===== config.mk =====
export PLATFORM = sky130hd
export DESIGN_NAME = id_ex_pipeline_register
export DESIGN_NICKNAME = d
export VERILOG_FILES = /design/src/rtl/ppu_ctrl_pkg.sv /design/src/rtl/load_use_hazard_detector.sv /design/src/rtl/id_ex_pipeline_register.sv
export SDC_FILE = /design/constraint.sdc
export NUM_CORES = 1
export LEC_CHECK = 0
export BUFFER_PORTS_ARGS = -buffer_cell sky130_fd_sc_hd__buf_4
export CAP_MARGIN = 0
export CORE_MARGIN = 5
export CORE_UTILIZATION = 36
export CTS_BUF_LIST = sky130_fd_sc_hd__clkbuf_8
export CTS_CLUSTER_SIZE = 10
export DETAILED_ROUTE_END_ITERATION = 10
export PLACE_DENSITY = 0.7
export SYNTH_ARGS = -nofsm -noshare
export SYNTH_HDL_FRONTEND = slang
export SYNTH_SLANG_ARGS = --single-unit

===== constraint.sdc =====
create_clock -name clk -period 2.7 [get_ports clk]
set_input_delay 0.135 -clock clk [delete_from_list [all_inputs] [get_ports clk]]
set_output_delay 0.135 -clock clk [all_outputs]
set_load 0.02 [all_outputs]

===== src/rtl/ppu_ctrl_pkg.sv =====
// Shared PPU control-bundle definitions: bit positions of the 18-bit ID/EX control
// bundle, the NOP bundle, and the opcode/funct constants used by the control unit.
package ppu_ctrl_pkg;

    localparam int CTRL_BITS = 18;

    localparam int CTRL_SRC_OP_MSB   = 17;
    localparam int CTRL_SRC_OP_LSB   = 15;
    localparam int CTRL_ALU_OP_MSB   = 14;
    localparam int CTRL_ALU_OP_LSB   = 11;
    localparam int CTRL_LOAD         = 10;
    localparam int CTRL_RF_EN        = 9;
    localparam int CTRL_B_INSTR      = 8;
    localparam int CTRL_TA_INSTR     = 7;
    localparam int CTRL_MEM_SIZE_MSB = 6;
    localparam int CTRL_MEM_SIZE_LSB = 5;
    localparam int CTRL_MEM_RW       = 4;
    localparam int CTRL_MEM_SE       = 3;
    localparam int CTRL_MEM_EN       = 2;
    localparam int CTRL_HI_EN        = 1;
    localparam int CTRL_LO_EN        = 0;

    // All enables low: a bubble built from this has no architectural side effects.
    localparam logic [CTRL_BITS-1:0] CTRL_NOP = 18'b0;

    localparam logic [5:0] OP_RTYPE = 6'h00;
    localparam logic [5:0] OP_J     = 6'h02;
    localparam logic [5:0] OP_JAL   = 6'h03;
    localparam logic [5:0] OP_BEQ   = 6'h04;
    localparam logic [5:0] OP_BNE   = 6'h05;
    localparam logic [5:0] OP_ADDIU = 6'h09;
    localparam logic [5:0] OP_SLTI  = 6'h0a;
    localparam logic [5:0] OP_ANDI  = 6'h0c;
    localparam logic [5:0] OP_ORI   = 6'h0d;
    localparam logic [5:0] OP_LUI   = 6'h0f;
    localparam logic [5:0] OP_LB    = 6'h20;
    localparam logic [5:0] OP_LH    = 6'h21;
    localparam logic [5:0] OP_LW    = 6'h23;
    localparam logic [5:0] OP_LBU   = 6'h24;
    localparam logic [5:0] OP_LHU   = 6'h25;
    localparam logic [5:0] OP_SB    = 6'h28;
    localparam logic [5:0] OP_SH    = 6'h29;
    localparam logic [5:0] OP_SW    = 6'h2b;

    localparam logic [5:0] FN_JR    = 6'h08;
    localparam logic [5:0] FN_MFHI  = 6'h10;
    localparam logic [5:0] FN_MFLO  = 6'h12;
    localparam logic [5:0] FN_MULT  = 6'h18;
    localparam logic [5:0] FN_ADDU  = 6'h21;
    localparam logic [5:0] FN_SUBU  = 6'h23;
    localparam logic [5:0] FN_AND   = 6'h24;
    localparam logic [5:0] FN_OR    = 6'h25;
    localparam logic [5:0] FN_SLT   = 6'h2a;

endpackage


===== src/rtl/load_use_hazard_detector.sv =====
// Purely combinational load-use check: a register-writing load in EX whose
// destination is read by the valid ID instruction. $0 never creates a dependency.
module load_use_hazard_detector (
    input  logic       ex_valid,
    input  logic       ex_load,
    input  logic       ex_rf_en,
    input  logic [4:0] ex_dest_addr,
    input  logic       id_valid,
    input  logic [4:0] id_rs_addr,
    input  logic [4:0] id_rt_addr,
    output logic       hazard
);

    logic ex_is_load_wr;
    logic src_match;

    assign ex_is_load_wr = ex_valid & ex_load & ex_rf_en & (ex_dest_addr != 5'd0);
    assign src_match     = (ex_dest_addr == id_rs_addr) | (ex_dest_addr == id_rt_addr);
    assign hazard        = ex_is_load_wr & id_valid & src_match;

endmodule


===== src/rtl/id_ex_pipeline_register.sv =====
// ID/EX boundary register of the PPU pipeline with load-use bubble insertion,
// branch flush, memory-stage hold and a saturating bubble counter.
module id_ex_pipeline_register
    import ppu_ctrl_pkg::*;
#(
    parameter int DATA_W = 32,
    parameter int CTRL_W = 18,
    parameter int CNT_W  = 16
) (
    input  logic              clk,
    input  logic              reset_n,
    input  logic              id_valid,
    input  logic [CTRL_W-1:0] id_ctrl,
    input  logic [DATA_W-1:0] id_pc,
    input  logic [DATA_W-1:0] id_rs_val,
    input  logic [DATA_W-1:0] id_rt_val,
    input  logic [15:0]       id_imm16,
    input  logic [4:0]        id_rs_addr,
    input  logic [4:0]        id_rt_addr,
    input  logic [4:0]        id_dest_addr,
    input  logic              flush,
    input  logic              mem_hold,
    output logic              ex_valid,
    output logic [CTRL_W-1:0] ex_ctrl,
    output logic [DATA_W-1:0] ex_pc,
    output logic [DATA_W-1:0] ex_rs_val,
    output logic [DATA_W-1:0] ex_rt_val,
    output logic [15:0]       ex_imm16,
    output logic [4:0]        ex_dest_addr,
    output logic              hazard_stall,
    output logic [CNT_W-1:0]  bubble_count
);

    logic hazard;

    load_use_hazard_detector u_hazard (
        .ex_valid     (ex_valid),
        .ex_load      (ex_ctrl[CTRL_LOAD]),
        .ex_rf_en     (ex_ctrl[CTRL_RF_EN]),
        .ex_dest_addr (ex_dest_addr),
        .id_valid     (id_valid),
        .id_rs_addr   (id_rs_addr),
        .id_rt_addr   (id_rt_addr),
        .hazard       (hazard)
    );

    // A flushed instruction must not stall the front end it is being killed from.
    assign hazard_stall = hazard & ~flush;

    always_ff @(posedge clk or negedge reset_n) begin
        if (!reset_n) begin
            ex_valid     <= 1'b0;
            ex_ctrl      <= CTRL_NOP;
            ex_pc        <= '0;
            ex_rs_val    <= '0;
            ex_rt_val    <= '0;
            ex_imm16     <= '0;
            ex_dest_addr <= '0;
            bubble_count <= '0;
        end else if (flush) begin
            ex_valid     <= 1'b0;
            ex_ctrl      <= CTRL_NOP;
            ex_dest_addr <= '0;
        end else if (mem_hold) begin
            ex_valid     <= ex_valid;
        end else if (hazard) begin
            // Data fields are left as-is: the bubble's zero control makes them inert.
            ex_valid     <= 1'b0;
            ex_ctrl      <= CTRL_NOP;
            ex_dest_addr <= '0;
            if (~&bubble_count) begin
                bubble_count <= bubble_count + {{(CNT_W-1){1'b0}}, 1'b1};
            end
        end else begin
            ex_valid     <= id_valid;
            ex_ctrl      <= id_valid ? id_ctrl : CTRL_NOP;
            ex_pc        <= id_pc;
            ex_rs_val    <= id_rs_val;
            ex_rt_val    <= id_rt_val;
            ex_imm16     <= id_imm16;
            ex_dest_addr <= id_dest_addr;
        end
    end

endmodule


==> impl_metrics.ini <==
[setup_path]
startpoint_type = flip-flop
cp.required_ns = 3.03
criticalPathCategory = flip-flop to flip-flop
critical_path_buf_inv_count = 3
cpMaxStageDelayCell = dlygate4sd3_1
cpMostUsedCell = buf_4
crit_family = buffers and inverters
crit_fanout = 24
cp_slowest_stage_delay_ns = 0.56
end_kind = flip-flop
arrival_ns = 2.78
crit_chain = xor2_1 > nor3_1 > a22oi_2 > buf_4 > nor3_2 > buf_4 > o41ai_1 > dlygate4sd3_1

[synthesis]
syn_nets = 599
synthTopCellsByArea = dfrtp_1 58%, mux2_4 18%, mux2_2 5.9%
synth_common_cells = 152 x dfrtp_1, 80 x mux2_4, 34 x mux2_2
ys_ff_latch = 152
synthFlopType = dfrtp_1
async_reset_ff_share_pct = 100
syn_area_um2 = 6540
synth_edf_count = 0
synth-compound-area-share_pct = 3.00
synth_cells = 448
yosysMostFrequentCell = dfrtp_1
synth_top_family_by_area = multiplexers
synth_top_area_share_pct = 58.1
synth-seq-area-share_pct = 58.1
yosys.area_share.simple_pct = 8.22
muxShareOfSynthArea_pct = 24.2
synth_xor_area_share_pct = 3.21
ys_types = 33
yosys_warnings = 0
avgSynthCellArea_um2 = 14.6
yosysTopAreaCell = dfrtp_1
synthAdderAreaFrac_pct = 0.191

[clocking]
numClockSinks = 152
clock_latency_ns = 0.44
cts_buffers = 17
cts_tree = built
h-tree-depth = 4
cts.clk_slew.worst_paths_ns = 0.09
postCtsSetupRepairBufs = 0
clockBufferDepth = 2
root_buffer = clkbuf_8

[final_layout]
drive_gt1_share_pct = 51.2
area_growth_pct = 65.3
nets = 1043
stdcell_count = 1134
nFillCells = 1353

[power]
power.leakage_nw = 5.25
p_per_area_nw_per_um2 = 566
p_total_w = 0.00612
irDropWorstVdd_v = 0.000459

[detailed_routing]
viasPerCell = 4.68
via_count = 5308
wirelength_um = 20100
ant_nets = 0
drt_iter0_markers = 159
avgRoutedWirePerCell_um = 17.8
drt-pass1-iter-count = 4
drc = 0

[floorplanning]
dieWidth_um = 145
die_h_um = 145
num_rows = 49
ioPinCount = 303
coreArea_um2 = 17900
start_util_pct = 36.6
dieArea_um2 = 21000

[timing]
rsz0062_at_grt = no
worst_slew_pin_slew_ns = 0.600
period_needed_ns = 2.45
fmax_mhz = 408
fin_skew_ns = 0.0160
tns_ns = 0
setup_viol = 0
hold_violations = 0
maxSlewHeadroom_pct = 60.0
slew_viol_final = 0
fin_crit_sh_pct = 90.8

[global_route]
grt_busiest_layer = met2
grt_pass1_vias = 5844
grt_pass1_wl_um = 30800
met3_usage_pct = 6.28
use_met2_pct = 31.5
grt_max_degree = 70
gr-total-overflow = 0
grtUsageTotal_pct = 18.6
grtUsageMet1_pct = 22.0
antenna_found_initial = 0

[place]
gp_congestion = 0.776
dp.cells = 962
portBuffers = 302
hpwl_um = 12700

[flow_run]
maxCapViolations = 0

[run_status]
outcome = finished, final reports clean

[worst_hold_path]
hold_class = input port to flip-flop
cells by family after synthesis:
group           after synthesis
xor+xnor                     24
fa+ha+maj                     1
simple gates                 94
mux                         114
compound gates               31
buf+inv                      32
flops                       152
state kept, by name (all words and copies together) (netlist names):
register,count
ex_valid,1
ex_ctrl,18
ex_dest_addr,5
ex_rs_val,32
ex_imm16,16
ex_rt_val,32
ex_pc,32
bubble_count,16
final timing paths:
kind	slack, ns	end	depth (start not counted)	startpoint
setup / recovery	0.25	ex_dest_addr[0]	8	ex_dest_addr[2]
hold / removal	0.1	ex_valid	3	flush
setup reg to reg	0.25	ex_dest_addr[0]	8	ex_dest_addr[2]
hold reg to reg	0.49	ex_ctrl[7]	2	ex_ctrl[7]
max in group asynchronous	1.65	ex_rt_val[5]	3	reset_n
min in group asynchronous	0.26	ex_rs_val[4]	2	reset_n
worst min-delay path: cells and delay by family:
kind,cells,cell delay [ns]
AND/OR/NAND/NOR,1,0.12
AO/OA/AOI/OAI,1,0.07
buffers and inverters,1,0.17
cells in the final DEF, fill, tap and decap left out, types with 2 or more instances in the layout:
cell             n
buf_4          307
dfrtp_1        152
dlygate4sd3_1  140
mux2_4          80
mux2_2          34
nand3b_1        26
xor2_1          23
nand2_1         21
o21ai_0         21
clkbuf_8        17
nor3_1          12
nand4_1          9
nor2_1           7
inv_1            6
nor4_1           5
inv_6            5
o41ai_1          4
nand3_1          4
clkinvlp_4       4
buf_12           3
or4_1            2
nor2b_1          2
inv_8            2
power breakdown:
part	internal, W	total [W]	switching (W)
logic	0.000937	0.00169	0.000756
registers	0.00254	0.00271	0.000173
clock network	0.000750	0.00171	0.000963
final cells by class:
type | count | area, um^2 | share of cell area, %
tap | 229 | 287 | 2.65
inverter | 6 | 22.5 | 0.208
antenna | 1 | 2.50 | 0.0231
sequential | 152 | 3800 | 35.2
timing repair buffer | 451 | 3780 | 34.9
clock buffer | 17 | 234 | 2.16
clock inverter | 14 | 140 | 1.30
multi-input combinational | 264 | 2550 | 23.6
stage by stage:
stage / utilization, % / area (um^2) / setup slack, ns / hold WS (ns)
2_1_floorplan: - / 6540 / 0.544 / -0.161
3_3_place_gp: 50.5 / 9040 / 0.388 / 0.176
3_5_place_dp: 50.5 / 9040 / 0.359 / 0.180
4_1_cts: 60.4 / 10800 / 0.242 / 0.0571
5_1_grt: 60.4 / 10800 / 0.0936 / 0.0787
6_report: 60.4 / 10800 / 0.248 / 0.0955
layer usage:
layer | wire [um] | share of wire [%] | up-vias
met4 | 475 | 2.4 | 0
met1 | 7800 | 39 | 2593
met3 | 1660 | 8.3 | 32
met5 | 0 | 0 | -
li1 | - | - | 2471
met2 | 10200 | 51 | 212
timing repair:
| action | 4_1_cts | 5_1_grt |
|---|---|---|
| gates resized for setup | 0 | 0 |
| hold buffers | 140 | 0 |
| endpoints found under the hold margin | 197 | 0 |
(Power assumes the default switching activity.)
